==> src/rtl/cozy_pkg.sv <==
// rtl/cozy_pkg.sv - shared constants and types for the cozy memory subsystem
//
// Purpose: widths of the cozy_memory port, the read-encoding of the byte
// write enables, and the requester ids used by the arbiter's return path.
package cozy_pkg;

  localparam int COZY_ADDR_WIDTH = 13;
  localparam int COZY_DATA_WIDTH = 16;

  // All byte enables low means the access is a read.
  localparam logic [1:0] COZY_BWE_READ = 2'b00;

  // Identifies which port an in-flight read belongs to.
  typedef enum logic {
    REQ_CPU = 1'b0,
    REQ_VID = 1'b1
  } req_id_t;

endpackage

==> src/rtl/cozy_mem_arbiter.sv <==
// rtl/cozy_mem_arbiter.sv - two-port arbiter sharing cozy_memory between CPU and video
//
// Purpose: grants the single memory port to the video fetcher (fixed
// priority) or the CPU, with a starvation guard that lets a waiting CPU
// outrank video once it has been denied STARVE_LIMIT consecutive cycles.
// Read data returns to the port that issued the read one cycle after grant.
//
// Ports:
//   clk, rst                      clock, synchronous active-high reset
//   cpu_req/addr/din/bwe          CPU request (bwe == 0 is a read)
//   cpu_gnt                       CPU request accepted this cycle
//   cpu_rvalid/rdata              CPU read return
//   vid_req/addr                  video read request
//   vid_gnt                       video request accepted this cycle
//   vid_rvalid/rdata              video read return
//   mem_addr/din/bwe              drive to cozy_memory
//   mem_dout                      registered read data from cozy_memory
module cozy_mem_arbiter
  import cozy_pkg::*;
#(
  parameter int ADDR_WIDTH   = COZY_ADDR_WIDTH,
  parameter int DATA_WIDTH   = COZY_DATA_WIDTH,
  parameter int STARVE_LIMIT = 4
) (
  input  logic                    clk,
  input  logic                    rst,
  input  logic                    cpu_req,
  input  logic [ADDR_WIDTH-1:0]   cpu_addr,
  input  logic [DATA_WIDTH-1:0]   cpu_din,
  input  logic [DATA_WIDTH/8-1:0] cpu_bwe,
  output logic                    cpu_gnt,
  output logic                    cpu_rvalid,
  output logic [DATA_WIDTH-1:0]   cpu_rdata,
  input  logic                    vid_req,
  input  logic [ADDR_WIDTH-1:0]   vid_addr,
  output logic                    vid_gnt,
  output logic                    vid_rvalid,
  output logic [DATA_WIDTH-1:0]   vid_rdata,
  output logic [ADDR_WIDTH-1:0]   mem_addr,
  output logic [DATA_WIDTH-1:0]   mem_din,
  output logic [DATA_WIDTH/8-1:0] mem_bwe,
  input  logic [DATA_WIDTH-1:0]   mem_dout
);

  localparam int CNT_W = $clog2(STARVE_LIMIT + 1);

  logic [CNT_W-1:0] starve_cnt;
  logic             starved;
  logic             rd_cpu;
  logic             rd_vid;
  logic             rd_gnt;
  req_id_t          gnt_id;

  assign starved = (starve_cnt == CNT_W'(STARVE_LIMIT));

  // Priority select. Nothing is granted while rst is high so no write can
  // reach the memory during reset.
  always_comb begin
    cpu_gnt = 1'b0;
    vid_gnt = 1'b0;
    if (!rst) begin
      if (cpu_req && starved) begin
        cpu_gnt = 1'b1;
      end else if (vid_req) begin
        vid_gnt = 1'b1;
      end else if (cpu_req) begin
        cpu_gnt = 1'b1;
      end
    end
  end

  // Memory drive: idle cycles present a harmless read of address 0.
  always_comb begin
    mem_addr = '0;
    mem_din  = '0;
    mem_bwe  = COZY_BWE_READ;
    if (cpu_gnt) begin
      mem_addr = cpu_addr;
      mem_din  = cpu_din;
      mem_bwe  = cpu_bwe;
    end else if (vid_gnt) begin
      mem_addr = vid_addr;
    end
  end

  // Count consecutive denied CPU cycles; a dropped request holds the count.
  always_ff @(posedge clk) begin
    if (rst || cpu_gnt) begin
      starve_cnt <= '0;
    end else if (cpu_req && !starved) begin
      starve_cnt <= starve_cnt + CNT_W'(1);
    end
  end

  // Return path: remember which port owns the read issued this cycle.
  assign gnt_id = vid_gnt ? REQ_VID : REQ_CPU;
  assign rd_gnt = vid_gnt || (cpu_gnt && (cpu_bwe == COZY_BWE_READ));

  always_ff @(posedge clk) begin
    if (rst) begin
      rd_cpu <= 1'b0;
      rd_vid <= 1'b0;
    end else begin
      rd_cpu <= rd_gnt && (gnt_id == REQ_CPU);
      rd_vid <= rd_gnt && (gnt_id == REQ_VID);
    end
  end

  // Gating with rst drops a read that was in flight when reset asserted.
  assign cpu_rvalid = rd_cpu && !rst;
  assign vid_rvalid = rd_vid && !rst;
  assign cpu_rdata  = cpu_rvalid ? mem_dout : '0;
  assign vid_rdata  = vid_rvalid ? mem_dout : '0;

endmodule

==> config.mk <==
export PLATFORM = sky130hd
export DESIGN_NAME = cozy_mem_arbiter
export DESIGN_NICKNAME = d
export VERILOG_FILES = /design/src/rtl/cozy_pkg.sv /design/src/rtl/cozy_mem_arbiter.sv
export SDC_FILE = /design/constraint.sdc
export NUM_CORES = 1
export LEC_CHECK = 0
export BUFFER_PORTS_ARGS = -buffer_cell sky130_fd_sc_hd__buf_4
export CAP_MARGIN = 20
export CORE_MARGIN = 2
export CORE_UTILIZATION = 25
export DETAILED_ROUTE_END_ITERATION = 8
export HOLD_SLACK_MARGIN = 0.08
export PLACE_DENSITY_LB_ADDON = 0.3
export SYNTH_ARGS = -nofsm -noshare
export SYNTH_HDL_FRONTEND = slang
export SYNTH_SLANG_ARGS = --single-unit
==> constraint.sdc <==
create_clock -name clk -period 1.5 [get_ports clk]
set_input_delay 0.15 -clock clk [delete_from_list [all_inputs] [get_ports clk]]
set_output_delay 0.15 -clock clk [all_outputs]
set_load 0.05 [all_outputs]
==> metrics.yaml, run 1 <==
status:
  outcome: "finished, violations left"
  violations: "setup timing"
floorplanning:
  row_count: 20
  io_pins: 131
  start_util_pct: 25.6
  die_x_um: 59.3
  chipHeight_um: 59.3
  dieArea_um2: 3510
  coreArea_um2: 2980
sta:
  fin_crit_sh_pct: 121
  rsz0062_at_grt: "yes"
  maxSlewViolCount: 0
  slew_headroom_pct: 82.5
  fin_skew_ns: 0.000127
  hold_violations: 0
  tightest_slew_ns: 0.263
  fmax_mhz: 553
  finalSetupViolations: 33
  fin_tns_setup_ns: -8.97
  fin_crit_ns: 1.81
  finalWorstSetupSlack_ns: -0.308
placed_design:
  post-place-ws_ns: -0.0685
  place_congestion: 0.776
  placedCellCount: 266
  hpwl_um: 2760
  io_buffers: 130
pwr:
  total_power_w: 0.000946
  vdd_drop_max_uv: 267
  powerDensity_nw_per_um2: 402
  leakage_nw: 1.24
clock_network:
  clockBufferDepth: 2
  clockRootBuffer: "clkbuf_4"
  htree_levels: 1
  tritoncts: "built"
  cts_buffers: 3
  clk_latency_ns: 0.25
  cts.reportedPaths.clkPinSlew_ns: 0.05
  cts.sinks: 5
global_route:
  grt-ovfl-total: 0
  grt_pass1_wl_um: 5560
  grt_max_degree: 26
  antenna_found_initial: 0
  globalRouteTotalUtil_pct: 21.1
  first_global_vias: 1281
critical_path:
  r2r_end: "rd_cpu"
  r2r_start: "starve_cnt[0]"
  path_class: "flip-flop to primary output"
  regToRegSetupSlack_ns: 0.27
  r2r_cells: 6
  cp.required_ns: 1.35
  path_max_fanout: 25
  worst_setup_path_end_kind: "primary output"
  cp.arrival_ns: 1.66
  cp-start-kind: "flip-flop"
  cp-startpoint: "starve_cnt[0]"
routing:
  wl_per_cell_um: 13.7
  drt_iter0_drc: 18
  antenna_left: 0
  met1_length_um: 1100
  wl_met3_um: 435
  drtPass1Iterations: 2
  highest_layer: "met4"
  via_count: 1289
  drc: 0
  postRouteWirelength_um: 3800
  dr_wl_met2_um: 2150
  viasPerCell: 4.64
logic_synthesis:
  ys_seq_area_share_pct: 13.1
  synth.area.top_cells: "and2_1 (34%), dfxtp_1 (13%), a22o_1 (11%), and2_2 (8.9%), buf_6 (4.4%)"
  ys_seq_elements: 5
  synth_common_cells: "and2_1 (41), a22o_1 (10), and2_2 (9)"
  synth_warnings: 0
  synth_top_area_share_pct: 33.6
  syn_avg_cell_area_um2: 7.87
  syn_inst: 97
  synth_top_area_cell: "and2_1"
  synth_cell_types: 23
  synthFlopType: "dfxtp_1"
  synth_edf_count: 0
  synth_most_common_cell: "and2_1"
  syn_area_um2: 763
  synth_async_sr_flop_share_pct: 0
  postSynthNetCount: 163
final_layout:
  layout-drive-gt1-share_pct: 85.7
  n_fill_cell: 211
  ff_latch_area_um2: 103
  multi_input_area_um2: 761
  instances_no_fill: 278
  nets: 312
  fin_util_pct: 78.9
  n_antenna_cell: 0
  area_growth_pct: 208
min_path:
  min_from: "rst"
  holdPathEnd: "starve_cnt[1]"
  worstHoldPathType: "input port to flip-flop"
  whs_path_depth: 2
run:
  cap_violations: 0
## routing by layer
metal,GRT usage [%],vias up
li1,-,631
met1,18.0,570
met2,41.4,76
met3,9.39,12
met4,8.44,0
met5,0,-
## critical path: stages (launching register included)
cell	delay [ns]
dfxtp_2	0.34
inv_2	0.05
ha_4	0.17
a21boi_4	0.18
nor3_4	0.06
buf_12	0.16
buf_12	0.14
and2_4	0.15
buf_8	0.14
## power breakdown
group	switching [W]	leakage (nW)	internal [W]
combinational	0.000316	1.18	0.000322
clock	0.0000664	0.0150	0.000101
sequential	0.00000211	0.0417	0.000138
## cell usage in the layout, fill, tap and decap left out, drive strengths merged
cell and instances:
inv 4, nand4b 1, a22o 13, dlygate4sd3 2
clkbuf 4, nand3 2, nor3 1, a21oi 3
and2 50, ha 2, dfxtp 5, o21ai 1
a21boi 1, a311oi 2, nand2 2, nor2b 2
nor3b 2, buf 148
## area by class of cell
type                       count  share of cell area [%]
multi-input combinational     82                    32.4
timing repair buffer         150                    59.7
sequential                     5                    4.37
inverter                       4                   0.639
clock buffer                   4                    1.12
tap                           33                    1.76
## registers in the layout, indices dropped and copies added, names as in the netlist
signal and count:
rd_cpu 1, rd_vid 1, starve_cnt 3
## cells by family after synthesis
kind of cell | Yosys count | share of synthesized area (%)
AOI/OAI and AO/OA | 20 | 22.6
DFF | 5 | 13.1
and+or+nand+nor | 60 | 52.3
buffers and inverters | 10 | 8.69
adders and majority gates | 2 | 3.28
## worst max-delay path by stage
stage | endpoint | slack (ns) | depth (start not counted)
CTS | mem_addr[4] | -0.29 | 7
finish | mem_din[8] | -0.31 | 8
global placement | mem_din[5] | -0.04 | 8
global route | mem_din[8] | -0.37 | 8
detailed placement | mem_din[1] | -0.07 | 8
floorplan | mem_addr[10] | -0.02 | 5
## repair_timing
item	CTS	global route
cloned	0	0
hold endpoints to repair	1	0
setup endpoints to repair	33	33
hold buffers	2	0
pin swaps	0	1
buffers inserted	5	1
gates resized for setup	55	5
## through the flow
stage / cell area (µm²) / hold slack [ns]
3_3_place_gp: 2020 / 0.319
6_report: 2350 / 0.145
5_1_grt: 2350 / 0.143
4_1_cts: 2320 / 0.156
3_5_place_dp: 2020 / 0.321
2_1_floorplan: 926 / 0.212
Note: power is estimated with default switching activity, not from simulation.
==> run 2, diff against run 1 <==
--- a/config.mk
+++ b/config.mk
@@ -11,7 +11,7 @@
 export CORE_UTILIZATION = 25
 export DETAILED_ROUTE_END_ITERATION = 8
 export HOLD_SLACK_MARGIN = 0.08
-export PLACE_DENSITY_LB_ADDON = 0.3
+export PLACE_DENSITY = 0.8
 export SYNTH_ARGS = -nofsm -noshare
 export SYNTH_HDL_FRONTEND = slang
 export SYNTH_SLANG_ARGS = --single-unit
==> metrics.yaml, run 2 (synthesized netlist as in run 1, its figures left out) <==
status:
  outcome: "finished, violations left"
  violations: "setup timing"
sta:
  slew_headroom_pct: 82.4  # -0.16 points
  fin_crit_ns: 1.78  # -0.0282 ns
  maxSlewViolCount: 0  # unchanged
  finalWorstSetupSlack_ns: -0.280  # +0.0282 ns
  tightest_slew_ns: 0.264  # +0.000940 ns
  fin_crit_sh_pct: 119  # -1.9 points
  fin_skew_ns: 0.00929  # +0.00916 ns
  fmax_mhz: 562  # +1.6%
  hold_violations: 0  # unchanged
  rsz0062_at_grt: "yes"
  finalSetupViolations: 33  # unchanged
global_route:
  grt_max_degree: 24  # -7.7%
  grt_pass1_wl_um: 5350  # -3.7%
  globalRouteTotalUtil_pct: 20.0  # -1.1 points
  grt-ovfl-total: 0  # unchanged
  antenna_found_initial: 0  # unchanged
  first_global_vias: 1152  # -10%
pwr:
  total_power_w: 0.000898  # -5.1%
  powerDensity_nw_per_um2: 413  # +2.7%
  leakage_nw: 1.16  # -6.0%
  p_int_w: 0.000522  # -6.9%
  p_sw_share_pct: 41.8  # +1.1 points
  p_seq_share_pct: 15.5  # +0.7 points
  pwr-share-clk_pct: 18.8  # +1.1 points
  combPwrFrac_pct: 65.7  # -1.8 points
  p_switching_w: 0.000375  # -2.4%
  vdd_drop_max_uv: 314  # +17%
placed_design:
  hpwl_um: 2910  # +5.7%
  io_buffers: 130  # unchanged
  dpl_cell_area_um2: 1970  # -2.1%
  place_congestion: 0.761  # -1.9%
  placedCellCount: 262  # -1.5%
final_layout:
  instances_no_fill: 269  # -3.2%
  design_area_um2: 2170  # -7.6%
  nets: 303  # -2.9%
  largest_reg_flops: 3  # unchanged
  n_fill_cell: 244  # +16%
  reg_top3: "starve_cnt: 3 flops, rd_cpu: 1 flops, rd_vid: 1 flops"
  final_cell_mix: "buf_4 (112), and2_2 (27), buf_6 (15)"
  n_antenna_cell: 0  # unchanged
  top_register: "starve_cnt"
  final_common_cell: "buf_4"
  layout-drive-gt1-share_pct: 85.2  # -0.54 points
  area_growth_pct: 184
routing:
  via_count: 1255  # -2.6%
  dr_wl_met2_um: 1960  # -8.7%
  postRouteWirelength_um: 3700  # -2.5%
  drc: 0  # unchanged
  drtPass1Iterations: 4  # +2
  antenna_left: 0  # unchanged
  viasPerCell: 4.67  # +0.62%
  met1_length_um: 1340  # +22%
  wl_met3_um: 344  # -21%
  highest_layer: "met4"
  wl_per_cell_um: 13.8  # +0.73%
  drt_iter0_drc: 68  # +50
clock_network:
  tritoncts: "built"
  clockBufferDepth: 2  # unchanged
  cts_buffers: 3  # unchanged
  clk_latency_ns: 0.26  # about the same
  cts.reportedPaths.clkPinSlew_ns: 0.05  # about the same
  htree_levels: 1  # unchanged
  clockRootBuffer: "clkbuf_4"
  cts.sinks: 5  # unchanged
floorplanning:
  chipHeight_um: 59.3  # unchanged
  io_pins: 131  # unchanged
  start_util_pct: 25.6  # unchanged
  row_count: 20  # unchanged
  die_x_um: 59.3  # unchanged
  dieArea_um2: 3510  # unchanged
  coreArea_um2: 2980  # unchanged
critical_path:
  path_max_fanout: 23  # -8.0%
  cp.required_ns: 1.35  # about the same
  cp-endpoint: "mem_addr[0]"
  r2r_cells: 6  # unchanged
  cp-start-kind: "flip-flop"
  path_class: "flip-flop to primary output"
  cp.arrival_ns: 1.63  # -0.03 ns
  r2r_start: "starve_cnt[0]"
  r2r_end: "rd_cpu"
  regToRegSetupSlack_ns: 0.27  # about the same
  cp-startpoint: "starve_cnt[0]"
  worst_setup_path_end_kind: "primary output"
run:
  cap_violations: 0  # unchanged
min_path:
  worstHoldPathType: "input port to flip-flop"
  whs_path_depth: 2  # unchanged
## run 2: how the worst min path moves through the flow
stage / startpoint / end / slack (ns)
final: rst / starve_cnt[0] / 0.15
after global routing: rst / starve_cnt[0] / 0.14
after CTS: rst / starve_cnt[0] / 0.15
after detailed placement: cpu_bwe[0] / rd_cpu / 0.33
after global placement: cpu_bwe[0] / rd_cpu / 0.32
after floorplan: rst / starve_cnt[0] / 0.21
## run 2: cell type report
| class | instances | area (µm²) | share of cell area, % |
|---|---|---|---|
| inverters | 4 | 15.0 | 0.692 |
| repair buffers | 141 | 1220 | 56.4 |
| multi-input cells | 82 | 761 | 35.0 |
| flip-flops and latches | 5 | 103 | 4.73 |
| clock buffers | 4 | 26.3 | 1.21 |
| well taps | 33 | 41.3 | 1.90 |
## run 2: critical path: stages, from the launching register on
cell      delay (ns)
dfxtp_2         0.33
inv_2           0.05
ha_4            0.17
a21boi_4        0.16
nor3_4          0.06
buf_12          0.16
a22o_2          0.28
buf_6           0.15
## run 2: per-layer routing
layer | global-route usage [%] | up-vias
li1 | - | 607
met1 | 22.3 | 564
met2 | 36.6 | 78
met3 | 3.28 | 6
met4 | 9.09 | 0
met5 | 0 | -
## run 2: through the flow
step / TNS [ns] / hold WS (ns) / setup slack (ns) / util [%]
finish: -7.55 / 0.151 / -0.280 / 72.9
global route: -9.92 / 0.143 / -0.342 / 72.9
CTS: -7.50 / 0.148 / -0.267 / 72.5
detailed placement: -0.603 / 0.325 / -0.0550 / 66.3
global placement: -0.271 / 0.325 / -0.0254 / 66.3
floorplan: -0.202 / 0.212 / -0.0235 / -
## run 2: what timing repair did
item | 4_1_cts | 5_1_grt
setup endpoints to repair | 33 | 33
setup buffers | 0 | 1
pin swaps | 1 | 0
gates resized for setup | 36 | 1
hold endpoints to repair | 1 | 0
hold buffers | 2 | 0
## run 2: power by group through the flow
stage                     sequential [W]  clock (W)  combinational (W)
after floorplan                 0.000142          0           0.000307
after global placement          0.000142          0           0.000540
after detailed placement        0.000142          0           0.000546
after CTS                       0.000139   0.000174           0.000587
after global routing            0.000140   0.000184           0.000616
final                           0.000139   0.000169           0.000590
